## config.mk

```make
export PLATFORM = sky130hd
export DESIGN_NAME = apb_requester_arbiter
export DESIGN_NICKNAME = d
export VERILOG_FILES = /design/src/rtl/apb_requester_arbiter.sv
export SDC_FILE = /design/constraint.sdc
export NUM_CORES = 1
export LEC_CHECK = 0
export ABC_AREA = 1
export CELL_PAD_IN_SITES_DETAIL_PLACEMENT = 1
export CELL_PAD_IN_SITES_GLOBAL_PLACEMENT = 2
export CORE_MARGIN = 2
export CORE_UTILIZATION = 25
export DETAILED_ROUTE_END_ITERATION = 12
export PLACE_DENSITY_LB_ADDON = 0.05
export SKIP_LAST_GASP = 1
export SYNTH_ARGS = -nofsm -noshare
export SYNTH_HDL_FRONTEND = slang
export SYNTH_SLANG_ARGS = --single-unit
export TNS_END_PERCENT = 30
```

## constraint.sdc

```tcl
create_clock -name pclk -period 4.26 [get_ports pclk]
set_clock_uncertainty 0.05 [all_clocks]
set_input_delay 0.852 -clock pclk [delete_from_list [all_inputs] [get_ports pclk]]
set_output_delay 0.852 -clock pclk [all_outputs]
set_load 0.02 [all_outputs]
```

## src/rtl/apb_requester_arbiter.sv

```systemverilog
// rtl/apb_requester_arbiter.sv - two-requester round-robin APB arbiter; optional counters under APB_ARB_STATS_EN
module apb_requester_arbiter #(
   parameter int ADDR_WIDTH = 12,
   parameter int DATA_WIDTH = 32
) (
   input  logic                    pclk,
   input  logic                    preset_n,
   input  logic                    req0_psel,
   input  logic                    req0_penable,
   input  logic                    req0_pwrite,
   input  logic [ADDR_WIDTH-1:0]   req0_paddr,
   input  logic [DATA_WIDTH-1:0]   req0_pwdata,
   input  logic [DATA_WIDTH/8-1:0] req0_pstrb,
   input  logic [2:0]              req0_pprot,
   output logic                    req0_pready,
   output logic                    req0_pslverr,
   output logic [DATA_WIDTH-1:0]   req0_prdata,
   input  logic                    req1_psel,
   input  logic                    req1_penable,
   input  logic                    req1_pwrite,
   input  logic [ADDR_WIDTH-1:0]   req1_paddr,
   input  logic [DATA_WIDTH-1:0]   req1_pwdata,
   input  logic [DATA_WIDTH/8-1:0] req1_pstrb,
   input  logic [2:0]              req1_pprot,
   output logic                    req1_pready,
   output logic                    req1_pslverr,
   output logic [DATA_WIDTH-1:0]   req1_prdata,
   output logic                    down_psel,
   output logic                    down_penable,
   output logic                    down_pwrite,
   output logic [ADDR_WIDTH-1:0]   down_paddr,
   output logic [DATA_WIDTH-1:0]   down_pwdata,
   output logic [DATA_WIDTH/8-1:0] down_pstrb,
   output logic [2:0]              down_pprot,
   input  logic                    down_pready,
   input  logic                    down_pslverr,
   input  logic [DATA_WIDTH-1:0]   down_prdata
`ifdef APB_ARB_STATS_EN
   ,
   input  logic                    stats_clear,
   output logic [15:0]             xfer_count0,
   output logic [15:0]             xfer_count1,
   output logic [15:0]             contention_count
`endif
);

   localparam int STRB_WIDTH = DATA_WIDTH / 8;

   typedef enum logic [1:0] {IDLE, SETUP, ACCESS, RESP} state_t;

   state_t                  state_q, state_d;
   logic                    last_grant_q, last_grant_d;
   logic                    grant_q, grant_d;
   logic                    down_psel_q, down_psel_d;
   logic                    down_penable_q, down_penable_d;
   logic                    pwrite_q, pwrite_d;
   logic [ADDR_WIDTH-1:0]   paddr_q, paddr_d;
   logic [DATA_WIDTH-1:0]   pwdata_q, pwdata_d;
   logic [STRB_WIDTH-1:0]   pstrb_q, pstrb_d;
   logic [2:0]              pprot_q, pprot_d;
   logic                    req0_pready_q, req0_pready_d;
   logic                    req0_pslverr_q, req0_pslverr_d;
   logic [DATA_WIDTH-1:0]   req0_prdata_q, req0_prdata_d;
   logic                    req1_pready_q, req1_pready_d;
   logic                    req1_pslverr_q, req1_pslverr_d;
   logic [DATA_WIDTH-1:0]   req1_prdata_q, req1_prdata_d;

   logic both_pending;
   logic pick;
   logic unused_penable;

   // penable from the requesters carries no information here: psel alone marks a pending request
   assign unused_penable = req0_penable ^ req1_penable;

   assign both_pending = req0_psel & req1_psel;
   // On a tie the requester that did not win last time goes; otherwise whoever is asking
   assign pick = both_pending ? ~last_grant_q : req1_psel;

   // Next-state and next-output computation for the arbitration FSM
   always_comb begin
      state_d        = state_q;
      last_grant_d   = last_grant_q;
      grant_d        = grant_q;
      down_psel_d    = down_psel_q;
      down_penable_d = down_penable_q;
      pwrite_d       = pwrite_q;
      paddr_d        = paddr_q;
      pwdata_d       = pwdata_q;
      pstrb_d        = pstrb_q;
      pprot_d        = pprot_q;
      req0_pready_d  = req0_pready_q;
      req0_pslverr_d = req0_pslverr_q;
      req0_prdata_d  = req0_prdata_q;
      req1_pready_d  = req1_pready_q;
      req1_pslverr_d = req1_pslverr_q;
      req1_prdata_d  = req1_prdata_q;
      case (state_q)
         IDLE: begin
            if (req0_psel | req1_psel) begin
               grant_d        = pick;
               last_grant_d   = pick;
               down_psel_d    = 1'b1;
               down_penable_d = 1'b0;
               state_d        = SETUP;
               if (pick) begin
                  pwrite_d = req1_pwrite;
                  paddr_d  = req1_paddr;
                  pwdata_d = req1_pwdata;
                  pstrb_d  = req1_pstrb;
                  pprot_d  = req1_pprot;
               end else begin
                  pwrite_d = req0_pwrite;
                  paddr_d  = req0_paddr;
                  pwdata_d = req0_pwdata;
                  pstrb_d  = req0_pstrb;
                  pprot_d  = req0_pprot;
               end
            end
         end
         SETUP: begin
            down_penable_d = 1'b1;
            state_d        = ACCESS;
         end
         ACCESS: begin
            if (down_pready) begin
               down_psel_d    = 1'b0;
               down_penable_d = 1'b0;
               state_d        = RESP;
               if (grant_q) begin
                  req1_pready_d  = 1'b1;
                  req1_prdata_d  = down_prdata;
                  req1_pslverr_d = down_pslverr;
               end else begin
                  req0_pready_d  = 1'b1;
                  req0_prdata_d  = down_prdata;
                  req0_pslverr_d = down_pslverr;
               end
            end
         end
         RESP: begin
            req0_pready_d  = 1'b0;
            req0_pslverr_d = 1'b0;
            req0_prdata_d  = '0;
            req1_pready_d  = 1'b0;
            req1_pslverr_d = 1'b0;
            req1_prdata_d  = '0;
            state_d        = IDLE;
         end
         default: state_d = IDLE;
      endcase
   end

   // FSM state, latched transfer fields and all registered outputs
   always_ff @(posedge pclk or negedge preset_n) begin
      if (!preset_n) begin
         state_q        <= IDLE;
         last_grant_q   <= 1'b1;
         grant_q        <= 1'b0;
         down_psel_q    <= 1'b0;
         down_penable_q <= 1'b0;
         pwrite_q       <= 1'b0;
         paddr_q        <= '0;
         pwdata_q       <= '0;
         pstrb_q        <= '0;
         pprot_q        <= '0;
         req0_pready_q  <= 1'b0;
         req0_pslverr_q <= 1'b0;
         req0_prdata_q  <= '0;
         req1_pready_q  <= 1'b0;
         req1_pslverr_q <= 1'b0;
         req1_prdata_q  <= '0;
      end else begin
         state_q        <= state_d;
         last_grant_q   <= last_grant_d;
         grant_q        <= grant_d;
         down_psel_q    <= down_psel_d;
         down_penable_q <= down_penable_d;
         pwrite_q       <= pwrite_d;
         paddr_q        <= paddr_d;
         pwdata_q       <= pwdata_d;
         pstrb_q        <= pstrb_d;
         pprot_q        <= pprot_d;
         req0_pready_q  <= req0_pready_d;
         req0_pslverr_q <= req0_pslverr_d;
         req0_prdata_q  <= req0_prdata_d;
         req1_pready_q  <= req1_pready_d;
         req1_pslverr_q <= req1_pslverr_d;
         req1_prdata_q  <= req1_prdata_d;
      end
   end

   assign down_psel    = down_psel_q;
   assign down_penable = down_penable_q;
   assign down_pwrite  = pwrite_q;
   assign down_paddr   = paddr_q;
   assign down_pwdata  = pwdata_q;
   assign down_pstrb   = pstrb_q;
   assign down_pprot   = pprot_q;
   assign req0_pready  = req0_pready_q;
   assign req0_pslverr = req0_pslverr_q;
   assign req0_prdata  = req0_prdata_q;
   assign req1_pready  = req1_pready_q;
   assign req1_pslverr = req1_pslverr_q;
   assign req1_prdata  = req1_prdata_q;

`ifdef APB_ARB_STATS_EN
   logic [15:0] xfer_count0_q, xfer_count0_d;
   logic [15:0] xfer_count1_q, xfer_count1_d;
   logic [15:0] contention_count_q, contention_count_d;

   // Saturating counters: completed responses per requester and tie cycles in IDLE
   always_comb begin
      xfer_count0_d      = xfer_count0_q;
      xfer_count1_d      = xfer_count1_q;
      contention_count_d = contention_count_q;
      if (stats_clear) begin
         xfer_count0_d      = '0;
         xfer_count1_d      = '0;
         contention_count_d = '0;
      end else begin
         if (state_q == RESP && !grant_q && xfer_count0_q != 16'hFFFF)
            xfer_count0_d = xfer_count0_q + 16'd1;
         if (state_q == RESP && grant_q && xfer_count1_q != 16'hFFFF)
            xfer_count1_d = xfer_count1_q + 16'd1;
         if (state_q == IDLE && both_pending && contention_count_q != 16'hFFFF)
            contention_count_d = contention_count_q + 16'd1;
      end
   end

   // Counter registers
   always_ff @(posedge pclk or negedge preset_n) begin
      if (!preset_n) begin
         xfer_count0_q      <= '0;
         xfer_count1_q      <= '0;
         contention_count_q <= '0;
      end else begin
         xfer_count0_q      <= xfer_count0_d;
         xfer_count1_q      <= xfer_count1_d;
         contention_count_q <= contention_count_d;
      end
   end

   assign xfer_count0      = xfer_count0_q;
   assign xfer_count1      = xfer_count1_q;
   assign contention_count = contention_count_q;
`endif

endmodule

```

# Word-level counts from Yosys, hierarchy flattened
# Cells that the tools add are included.
dict set report op_classes {
  reduce_logical 10
  n_bitwise 3
  muxes 32
  n_eq_ne 7
}
# op n
set ops {}
lappend ops {{two-way mux 32 bit} 5}
lappend ops {{one-hot mux 32 bit (2 select lines)} 2}
lappend ops {{two-way mux 1 bit} 13}
lappend ops {{two-way mux 12 bit} 1}
lappend ops {{AND reduction 3 bit} 4}
lappend ops {{one-hot mux 1 bit (2 select lines)} 5}
lappend ops {{inequality test 2 bit, second input constant} 4}
lappend ops {{one-hot mux 2 bit (4 select lines)} 1}
lappend ops {{== test 2 bit, second input constant} 2}
lappend ops {{two-way mux 2 bit} 2}
lappend ops {{two-way mux 4 bit} 1}
lappend ops {{AND reduction 2 bit} 2}
lappend ops {{nonzero test 2 bit} 2}
lappend ops {{two-way mux 3 bit} 1}
lappend ops {{one-hot mux 1 bit (3 select lines)} 1}
lappend ops {{nonzero test 3 bit} 1}
lappend ops {{== test 2 x 1 -> 1 bit, second input constant} 1}
lappend ops {{zero test 2 bit} 1}
lappend ops {{bitwise AND 1 bit} 1}
lappend ops {{NOT 1 bit} 1}
lappend ops {{OR 1 bit} 1}
dict set report word_totals {
  ff_bits 126
  out_inout_bits 122
  word_cells 68
  inputBits 144
}

# Depth between registers and ports, before layout
dict set report depth {
  word_depth 3
  depth_mapped 9
}

# Worst setup path before layout
# No wires, ideal clock.
dict set report synth_path {
  path_type {input-to-reg}
  start {input req1_psel}
  end {register pprot_q[0], in the netlist down_pprot[0]}
  path_slack_ns 2.559
  arrival_ns 1.534
  setup_time_ns 0.117
  n_path_buf 2
  cell_stages 5
  required_time_ns 4.093
  cell_sequence {buf_2 -> clkbuf_1 -> nand3b_1 -> nand3_1 -> nand2_1}
}
dict set report synth_via {
  elab_chain_len 3
}
# item line
set synth_lines {}
lappend synth_lines {{start: declaration} 18} ;# input logic req1_psel,
lappend synth_lines {{bitwise AND 1 bit} 75} ;# assign both_pending = req0_psel & req1_psel;
lappend synth_lines {{two-way mux 1 bit} 77} ;# assign pick = both_pending ? ~last_grant_q : req1_psel;
lappend synth_lines {{two-way mux 3 bit} 105} ;# if (pick) begin
lappend synth_lines {{end signal: assignment} 182} ;# pprot_q <= pprot_d;
lappend synth_lines {{end: declaration} 60} ;# logic [2:0] pprot_q, pprot_d;
# Parallel ways exist; a longest one is shown, timed or not.
# A chain may end at the register's enable or synchronous reset.

# Worst setup path in the final report
dict set report layout_path {
  start {register state_q[0]}
  end {register req1_prdata_q[31], in the netlist req1_prdata[31]}
}
dict set report layout_via {
  elab_chain_len 3
}
# item line
set layout_lines {}
lappend layout_lines {{start: declaration} 51} ;# state_t state_q, state_d;
lappend layout_lines {{start signal: assignment} 173} ;# state_q <= state_d;
lappend layout_lines {{== test 2 bit} 97} ;# case (state_q)
lappend layout_lines {{inequality test 2 bit (no line) / nonzero test 2 bit (equally long branches)} n/a}
lappend layout_lines {{AND reduction 3 bit (no line)} n/a}
lappend layout_lines {{end signal: assignment} 188} ;# req1_prdata_q <= req1_prdata_d;
lappend layout_lines {{end: declaration} 66} ;# logic [DATA_WIDTH-1:0] req1_prdata_q, req1_prdata_d;
# Parallel ways exist; a longest one is shown, timed or not.

==> run summary <==
f_max: 0.3796 GHz
Die Ht: 163.1 microns
CTS tree: built
initial antenna violation count: 0
Hold Crit Class: input port to asynchronous set/reset pin
Max IR drop VDD: 330.7 uV
final setup fails: 0
Clock Path Buffers: 2
H-tree levels: 4
share of cells above drive strength 1: 0.05467
Placer Congestion: 0.7461
DR DRC count: 0
Synth async-reset ratio: 1.000
Worst Setup End Kind: register
post-DR vias/cell: 4.341
Starting Density: 0.2526
TritonRoute pass-1 iters: 5
leakage: 4.889 nW
max_slew headroom: 0.2866
Detail Route Antenna Nets: 0
synth top area cells: dfrtp_1 49%, nand2_1 18%, nand3_1 9.8%
row count: 58
Via Count: 6039
Synth Flop Type: dfrtp_1
RSZ-0062 raised after global routing: no
Seq/Total Area, Yosys: 0.4987
Fill cells: 2984
Yosys warning count: 0
Syn Inst Count: 807
die span in x: 163.1 microns
flops & latches, synth: 126
max-capacitance violation count: 0
Clock Root Buffer: clkbuf_16
Synth area leader: dfrtp_1
die area: 26590 sq um
area grow syn2layout: 54.62%
multi-input logic area: 2514 sq um
Max FO, Critical Path: 35
worst path arrival time: 2880 ps
Initial DRC Count: 261
Post-Layout Cell Count: 1391
synthesized area: 6325 sq um
CP startpoint kind: register
CTS sink count: 126
area fraction of the dominant cell type after synthesis: 0.4946
vias in the first global route: 6370
Hold Fails Final Rpt: 0
Tcrit/Tclk final: 0.6184
minimum clock period after layout: 2634 ps
largest net degree at the start of global routing: 76
Worst-Skew Late Latency: 410 ps
Nets: 1199
n_diodes: 0
Reg area: 3154 sq um
Detailed Place HPWL: 15260 microns
WS Path Type: register to register
status: finished, final reports clean
routed length per instance: 16.42 microns
Routed WL: 22840 microns
Port Buf Inserts: 263
Setup Buffers After CTS: 0
hold buffer count at CTS: 0
final setup TNS: 0 ps
clock-pin slew on the worst setup and hold paths: 60 ps
total gr overflow: 0
Post-synth EDFFs: 0
Critical Path RT: 4510 ps
Tot GR Track Use: 0.1780
Avg Synthesized Cell Area: 7.837 sq um
Worst Tran Pin Value: 1066 ps
first-pass GRT wire length: 36360 microns
Post-CTS Resized: 0
Synth Net Count: 958
placed cell count: 1359
Max Slew Vio Count: 0
Core ar.: 25040 sq um
TritonCTS buffer count: 17
Pwr Density: 774.5 nW/um^2
IO Count: 266
unique cell type count in the Yosys netlist: 23
## flip-flops by register name, summed over array words and instances, names as in the netlist
register and flops:
down_psel 1, req0_pready 1, down_penable 1, down_pprot 3
req0_pslverr 1, req1_pslverr 1, grant_q 1, down_paddr 12
req1_prdata 32, req0_prdata 32, last_grant_q 1, down_pwdata 32
down_pstrb 4, state_q 2, down_pwrite 1, req1_pready 1
## layer usage
metal / part of all wire / global-route usage / up-vias
met2: 0.47 / 0.2856 / 154
li1: - / - / 2977
met4: 0.012 / 0.04787 / 0
met1: 0.45 / 0.2319 / 2892
met3: 0.063 / 0.05637 / 16
met5: 0 / 0 / -
## where the power goes
part / leakage (nW) / internal [mW] / switching [mW] / total [mW]
Sequential: 1.56 / 1.79 / 0.303 / 2.09
Combinational: 3.02 / 1.57 / 2.33 / 3.90
Clock: 0.300 / 0.987 / 0.600 / 1.59
## Yosys cell counts, types with 6 or more instances
| library cell | number |
|---|---|
| buf_2 | 17 |
| buf_4 | 14 |
| buf_6 | 6 |
| clkbuf_1 | 11 |
| dfrtp_1 | 125 |
| ha_1 | 7 |
| inv_1 | 91 |
| nand2_1 | 308 |
| nand3_1 | 124 |
| nand3b_1 | 52 |
| nor2_1 | 34 |
## critical path: stages (launching register included)
cell	delay [ps]
dfrtp_1	420
inv_1	120
ha_1	300
o21ai_4	860
nand2_4	510
nand2_1	180
nand2_1	70
## cells by family (layout without fill, tap and decap cells)
logic type | Yosys count | count (layout) | synth area share
fa+ha+maj | 7 | 7 | 0.01385
compound gates | 2 | 2 | 0.003363
buf+inv | 144 | 398 | 0.1046
flops | 126 | 126 | 0.4987
simple gates | 528 | 528 | 0.3794
## cell type report
type	count	area share
clock buffer	17	0.04350
clock inverter	15	0.02137
inverter	94	0.03634
multi-input combinational	537	0.2570
sequential	126	0.3225
tap	330	0.04222
timing repair buffer	272	0.2770
## metrics by stage
stage | utilization | setup WS (ps) | hold slack (ps) | instance area, sq um | power (mW)
2_1_floorplan | - | 2559 | 398.7 | 6325 | 4.382
3_3_place_gp | 0.3653 | 1444 | 403.3 | 9145 | 6.069
3_5_place_dp | 0.3653 | 1440 | 407.3 | 9145 | 6.105
4_1_cts | 0.3906 | 1510 | 422.3 | 9779 | 7.763
5_1_grt | 0.3906 | 1320 | 426.6 | 9779 | 8.197
6_report | 0.3906 | 1626 | 390.3 | 9779 | 7.574
## worst paths after layout
check,from,to,slack [ps],cells past startpoint
max in group asynchronous,preset_n,down_pwdata[27]$_DFFE_PN0P_,2900,2
min in group pclk,req0_pready$_DFFE_PN0P_,req0_pready$_DFFE_PN0P_,410,2
worst max-delay path,state_q[0]$_DFFE_PN0P_,req1_prdata[31]$_DFFE_PN0P_,1630,6
worst min register to register,req0_pready$_DFFE_PN0P_,req0_pready$_DFFE_PN0P_,410,2
worst min-delay path,preset_n,down_pwdata[13]$_DFFE_PN0P_,390,1
worst max register to register,state_q[0]$_DFFE_PN0P_,req1_prdata[31]$_DFFE_PN0P_,1630,6
## layout by cell type (no fill, tap or decap)
cell type	n
nand2_1	306
clkdlybuf4s50_1	261
dfrtp_1	125
nand3_1	124
inv_1	91
nand3b_1	52
nor2_1	34
clkbuf_16	17
buf_4	8
ha_1	7
nand2_2	4
clkinv_4	4
bufinv_16	4
clkinvlp_4	3
inv_6	3
nor2_8	2
inv_2	2
nand2_4	2
nand4_1	2
nor2_4	1
inv_4	1
nor2_2	1
o21ai_0	1
o21ai_4	1
clkinv_2	1
buf_2	1
buf_6	1
dfstp_2	1
buf_12	1
(Power assumes the default switching activity.)
